$ cat config.mk
export PLATFORM = sky130hd
export DESIGN_NAME = cmp_share_arbiter
export DESIGN_NICKNAME = d
export VERILOG_FILES = /design/src/rtl/cmp_share_pkg.sv /design/src/rtl/comparator_4bit.sv /design/src/rtl/cmp_share_arbiter.sv
export SDC_FILE = /design/constraint.sdc
export NUM_CORES = 1
export LEC_CHECK = 0
export BUFFER_PORTS_ARGS = -buffer_cell sky130_fd_sc_hd__buf_2
export CAP_MARGIN = 5
export CORE_AREA = 3 3 56 58
export DETAILED_ROUTE_END_ITERATION = 10
export DIE_AREA = 0 0 59 61
export GPL_ROUTABILITY_DRIVEN = 0
export GPL_TIMING_DRIVEN = 0
export HOLD_SLACK_MARGIN = 0.12
export PLACE_DENSITY = 0.65
export SLEW_MARGIN = 30
export SYNTH_ARGS = -nofsm -noshare
export SYNTH_HDL_FRONTEND = slang
export SYNTH_SLANG_ARGS = --single-unit
$ cat constraint.sdc
create_clock -name clk -period 3.7 [get_ports clk]
set_input_delay 0.74 -clock clk [delete_from_list [all_inputs] [get_ports clk]]
set_output_delay 0.74 -clock clk [all_outputs]
set_load 0.01 [all_outputs]
$ cat src/rtl/cmp_share_pkg.sv
// rtl/cmp_share_pkg.sv - shared types and flag ordering for the shared comparator path
package cmp_share_pkg;

    localparam int FLAG_GT = 0;
    localparam int FLAG_EQ = 1;
    localparam int FLAG_LT = 2;

    typedef enum logic {
        SLOT_EMPTY = 1'b0,
        SLOT_FULL  = 1'b1
    } slot_state_e;

    // id is sized for the largest legal requester count (8)
    typedef struct packed {
        logic [2:0] id;
        logic       gt;
        logic       eq;
        logic       lt;
    } cmp_rsp_t;

endpackage

$ cat src/rtl/comparator_4bit.sv
// rtl/comparator_4bit.sv - unsigned 4-bit magnitude comparator, flags in package order
module comparator_4bit
    import cmp_share_pkg::*;
(
    input  logic [3:0] a,
    input  logic [3:0] b,
    output logic [2:0] flags
);

    always_comb begin
        flags          = '0;
        flags[FLAG_GT] = (a > b);
        flags[FLAG_EQ] = (a == b);
        flags[FLAG_LT] = (a < b);
    end

endmodule

$ cat src/rtl/cmp_share_arbiter.sv
// rtl/cmp_share_arbiter.sv - round-robin share of one comparator with a single-entry response slot
module cmp_share_arbiter
    import cmp_share_pkg::*;
#(
    parameter int NUM_REQ = 4,
    parameter int ID_W    = $clog2(NUM_REQ)
) (
    input  logic                 clk,
    input  logic                 rst,
    input  logic [NUM_REQ-1:0]   req_valid,
    output logic [NUM_REQ-1:0]   req_ready,
    input  logic [4*NUM_REQ-1:0] req_a,
    input  logic [4*NUM_REQ-1:0] req_b,
    output logic                 rsp_valid,
    input  logic                 rsp_ready,
    output logic [ID_W-1:0]      rsp_id,
    output logic                 rsp_gt,
    output logic                 rsp_eq,
    output logic                 rsp_lt
);

    slot_state_e     state_q, state_d;
    logic [ID_W-1:0] rsp_id_q, rsp_id_d;
    logic [2:0]      flags_q, flags_d;
    logic [ID_W-1:0] ptr_q, ptr_d;

    logic            pick_found;
    logic [ID_W-1:0] pick_idx;
    logic            load_ok;
    logic            grant;
    logic [3:0]      a_sel;
    logic [3:0]      b_sel;
    logic [2:0]      cmp_flags;

    // Rotate so ptr lands at bit 0, take the lowest set bit, rotate the index back.
    function automatic logic [ID_W:0] rr_pick(input logic [NUM_REQ-1:0] vld,
                                              input logic [ID_W-1:0]    ptr);
        logic [2*NUM_REQ-1:0] dbl;
        logic [NUM_REQ-1:0]   rot;
        int                   off;
        int                   idx;
        dbl = {vld, vld} >> ptr;
        rot = dbl[NUM_REQ-1:0];
        off = 0;
        for (int i = NUM_REQ - 1; i >= 0; i--) begin
            if (rot[i]) off = i;
        end
        idx = off + int'(ptr);
        if (idx >= NUM_REQ) idx = idx - NUM_REQ;
        return {|rot, ID_W'(idx)};
    endfunction

    assign a_sel = req_a[{pick_idx, 2'b00} +: 4];
    assign b_sel = req_b[{pick_idx, 2'b00} +: 4];

    comparator_4bit u_cmp (
        .a     (a_sel),
        .b     (b_sel),
        .flags (cmp_flags)
    );

    always_comb begin
        {pick_found, pick_idx} = rr_pick(req_valid, ptr_q);
        load_ok   = (state_q == SLOT_EMPTY) || rsp_ready;
        grant     = pick_found && load_ok && !rst;
        req_ready = grant ? (NUM_REQ'(1) << pick_idx) : '0;

        state_d  = state_q;
        rsp_id_d = rsp_id_q;
        flags_d  = flags_q;
        ptr_d    = ptr_q;
        if (grant) begin
            state_d  = SLOT_FULL;
            rsp_id_d = pick_idx;
            flags_d  = cmp_flags;
            ptr_d    = (pick_idx == ID_W'(NUM_REQ - 1)) ? '0 : pick_idx + 1'b1;
        end else if (rsp_ready) begin
            state_d = SLOT_EMPTY;
        end
    end

    always_ff @(posedge clk) begin
        if (rst) begin
            state_q  <= SLOT_EMPTY;
            rsp_id_q <= '0;
            flags_q  <= '0;
            ptr_q    <= '0;
        end else begin
            state_q  <= state_d;
            rsp_id_q <= rsp_id_d;
            flags_q  <= flags_d;
            ptr_q    <= ptr_d;
        end
    end

    assign rsp_valid = (state_q == SLOT_FULL);
    assign rsp_id    = rsp_id_q;
    assign rsp_gt    = flags_q[FLAG_GT];
    assign rsp_eq    = flags_q[FLAG_EQ];
    assign rsp_lt    = flags_q[FLAG_LT];

endmodule
==> metrics.yaml <==
pwr:
  power_density_nw_per_um2: 664
  internal-power_uw: 486
  switching_share_pct: 40.5
  p_comb_share_pct: 74.5
  seqPwrFrac_pct: 17.2
  power_uw: 816
  clkPwrFrac_pct: 8.3
  ir_drop_mv: 0.397
  p_leak_uw: 0.000658
  power.switching_uw: 330
cts:
  numCtsBuffers: 3
  cts_root_buffer: "clkbuf_4"
  cts.sinks: 8
  clk_pin_slew_ns: 0.05
  cts_max_level: 1
  clock_latency_ns: 0.26
  cts_tree: "built"
  max-clock-path-buffers: 2
critical_path:
  critPathSlowestCell: "or4_2"
  crit_family: "simple AND/OR/NAND/NOR gates"
  startpoint_type: "input pin"
  r2r_start: "ptr_q[0]$_SDFFE_PP0P_"
  crit_fanout: 9
  crit_buf_inv: 4
  r2r_slack_ns: 0.28
  crit_start: "req_valid[0]"
  crit_top_cell: "ha_1"
  rr_worst_depth: 12
  crit_type: "in -> out"
  worst_setup_path_end_kind: "output pin"
  crit_cells: 11
  worst_r2r_endpoint: "flags_q[2]$_SDFFE_PP0P_"
  endpoint: "req_ready[3]"
  crit_arrival_ns: 2.84
  cp.required_ns: 2.96
  critPathMaxStageDelay_ns: 0.64
  worstPathCellList: "buf_4 > or4_2 > o211ai_1 > ha_1 > xnor2_1 > xnor2_2 > buf_6 > inv_1 > ha_1 > and2_1 > buf_2"
route:
  wl_met2_um: 978
  route.met3.wl_um: 220
  drcViolationCount: 0
  wirelength_um: 2090
  maxUsedRoutingLayer: "met4"
  first_iter_violations: 5
  antenna_left: 0
  viasPerCell: 5.02
  drt-met1-wl_um: 847
  first_pass_iters: 4
  dr_total_vias: 924
  wire_per_inst_um: 11.3
synth:
  synth_top_family_by_area: "multiplexers"
  yosysUniqueCellTypes: 32
  synthSimpleGateAreaFrac_pct: 20.3
  synth_area_leader_cell: "mux4_1"
  netlist_instances: 103
  synthesis.area_um2: 925
  async_flop_share_pct: 0
  synth_edf_count: 0
  yosys.area_share.xor_xnor_pct: 1.89
  yosysTopAreaCellShare_pct: 22.7
  synthAdderAreaFrac_pct: 12.2
  synthesis.nets: 151
  synth_mux_area_share_pct: 22.7
  synth_compound_area_share_pct: 13.1
  synth_area_leaders: "mux4_1 (23%), dfxtp_1 (17%), ha_1 (12%), inv_1 (7.3%), nor2_1 (3.7%)"
  yosysWarnings: 0
  synth.avg_cell_area_um2: 8.98
  synthFlopType: "dfxtp_1"
  synth_seq_cells: 8
  ys_seq_area_share_pct: 17.3
floorplan:
  core_area_um2: 2710
  die_y_um: 61
  initial_core_util_pct: 34.1
  fp-row-count: 19
  pin_count: 49
  die_x_um: 59
  design.die.area_um2: 3600
grt:
  grt_max_degree: 12
  grt_overflow: 0
  antenna_found_initial: 0
  first_global_vias: 885
  track_usage_pct: 12.9
  grt_pass1_wl_um: 3560
timing:
  min_period_ns: 3.58
  hold_violations: 0
  setup_viol: 0
  fin_crit_sh_pct: 96.8
  rsz0062_at_grt: "no"
  tightest_slew_ns: 0.646
  maxSlewHeadroom_pct: 56.6
  holdWs_ns: 0.468
  fmax_mhz: 279
  slew_violations: 0
  clock_skew_ns: 0.00917
worst_hold_path:
  worstHoldPathType: "reg -> reg"
placement:
  dpl.hpwl_um: 1710
  dp_cells: 179
  portBuffers: 45
  placed_area_um2: 1180
layout:
  final_area_um2: 1230
  num-nets-final: 203
  stdcell_count: 184
  final_util_pct: 45.3
  drive_gt1_share_pct: 40.5
  diodes: 0
  area.growth.synth_to_final_pct: 32.9
  nFillCells: 275
status:
  outcome: "completed"
flow_run:
  cap_violations: 0
==> synthesized netlist by cell type (2+ instances only) <==
cell,n
a21oi_1,2
and2_1,4
buf_2,2
buf_6,2
dfxtp_1,8
ha_1,9
inv_1,18
mux4_1,8
nand2_1,3
nand2b_1,3
nand3b_1,3
nor2_1,9
nor2b_1,4
nor3_1,2
o211ai_1,3
o21a_1,2
o21ai_0,4
o32ai_1,2
xnor2_1,2
==> power groups by stage <==
| stage | Combinational (µW) | Clock, µW | Sequential (µW) |
|---|---|---|---|
| after floorplan | 438 | 0 | 152 |
| after global placement | 576 | 0 | 140 |
| final | 608 | 67.4 | 140 |
| after global routing | 685 | 77.1 | 145 |
| after detailed placement | 588 | 0 | 141 |
| after CTS | 593 | 70.5 | 141 |
==> worst min path at each step <==
stage | from | end | slack [ns] | cells after the start
final | flags_q[0]$_SDFFE_PP0P_ | flags_q[0]$_SDFFE_PP0P_ | 0.47 | 2
after global routing | flags_q[0]$_SDFFE_PP0P_ | flags_q[0]$_SDFFE_PP0P_ | 0.51 | 2
after CTS | flags_q[0]$_SDFFE_PP0P_ | flags_q[0]$_SDFFE_PP0P_ | 0.47 | 2
after detailed placement | flags_q[0]$_SDFFE_PP0P_ | flags_q[0]$_SDFFE_PP0P_ | 0.46 | 2
after global placement | flags_q[0]$_SDFFE_PP0P_ | flags_q[0]$_SDFFE_PP0P_ | 0.44 | 2
after floorplan | flags_q[0]$_SDFFE_PP0P_ | flags_q[0]$_SDFFE_PP0P_ | 0.48 | 2
==> kinds of logic (layout without fill, tap and decap cells) <==
| kind of cell | count (synthesis) | after routing |
|---|---|---|
| compound gates | 17 | 17 |
| xor+xnor | 2 | 2 |
| fa+ha+maj | 9 | 9 |
| buf+inv | 25 | 75 |
| flops | 8 | 8 |
| mux | 8 | 8 |
| simple gates | 34 | 34 |
==> tightest hold or removal path, stage by stage, from the launching register on <==
cell and delay (ns):
dfxtp_1 0.31, nand2_1 0.06, a21oi_1 0.05
==> area by class of cell <==
| cell class | instances | area, µm² | share of cell area (%) |
|---|---|---|---|
| sequential | 8 | 160 | 13.0 |
| inverter | 19 | 73.8 | 6.01 |
| clock buffer | 3 | 22.5 | 1.83 |
| tap | 31 | 38.8 | 3.16 |
| buffer | 6 | 43.8 | 3.56 |
| multi-input combinational | 70 | 649 | 52.9 |
| timing repair buffer | 47 | 240 | 19.6 |
==> metal layers <==
metal / up-vias / track usage [%]
met1: 406 / 14.0
met5: - / 0
li1: 468 / -
met4: 0 / 6.80
met2: 46 / 24.1
met3: 4 / 1.91
==> state kept, by name, summed over array words and instances (netlist names) <==
name / flops
rsp_id: 2
ptr_q: 2
rsp_valid: 1
flags_q: 3
==> placed cells by master, fill, tap and decap left out <==
| cell | instances |
|---|---|
| nand2_1 | 3 |
| mux4_1 | 6 |
| or3_1 | 1 |
| ha_1 | 9 |
| mux4_2 | 2 |
| and2_1 | 4 |
| nand3b_1 | 3 |
| clkbuf_4 | 3 |
| inv_1 | 18 |
| nand4_1 | 1 |
| nor4_1 | 1 |
| a221oi_1 | 1 |
| nand2b_1 | 3 |
| o211ai_1 | 3 |
| o31ai_1 | 1 |
| xnor2_1 | 1 |
| buf_2 | 47 |
| buf_6 | 2 |
| o21a_1 | 2 |
| buf_4 | 3 |
| o32ai_1 | 2 |
| nand3_1 | 1 |
| a21oi_1 | 2 |
| xnor2_2 | 1 |
| or4_2 | 1 |
| a32oi_1 | 1 |
| nor3_1 | 2 |
| o21ai_0 | 4 |
| nor2_1 | 9 |
| dfxtp_1 | 8 |
| inv_4 | 1 |
| nor2b_1 | 4 |
| buf_1 | 1 |
| and2b_2 | 1 |
| o311a_2 | 1 |
==> stage by stage <==
step	TNS (ns)	setup slack, ns
after global routing	0	0.0116
after floorplan	0	0.0314
after global placement	-0.291	-0.157
after CTS	0	0.0159
after detailed placement	-0.297	-0.163
final	0	0.117
==> repair_timing <==
item                       in CTS  in global routing
hold buffers                    0                  0
resized for setup               0                  1
setup buffers                   0                  2
setup endpoints to repair       0                  4
(Power assumes the default switching activity.)
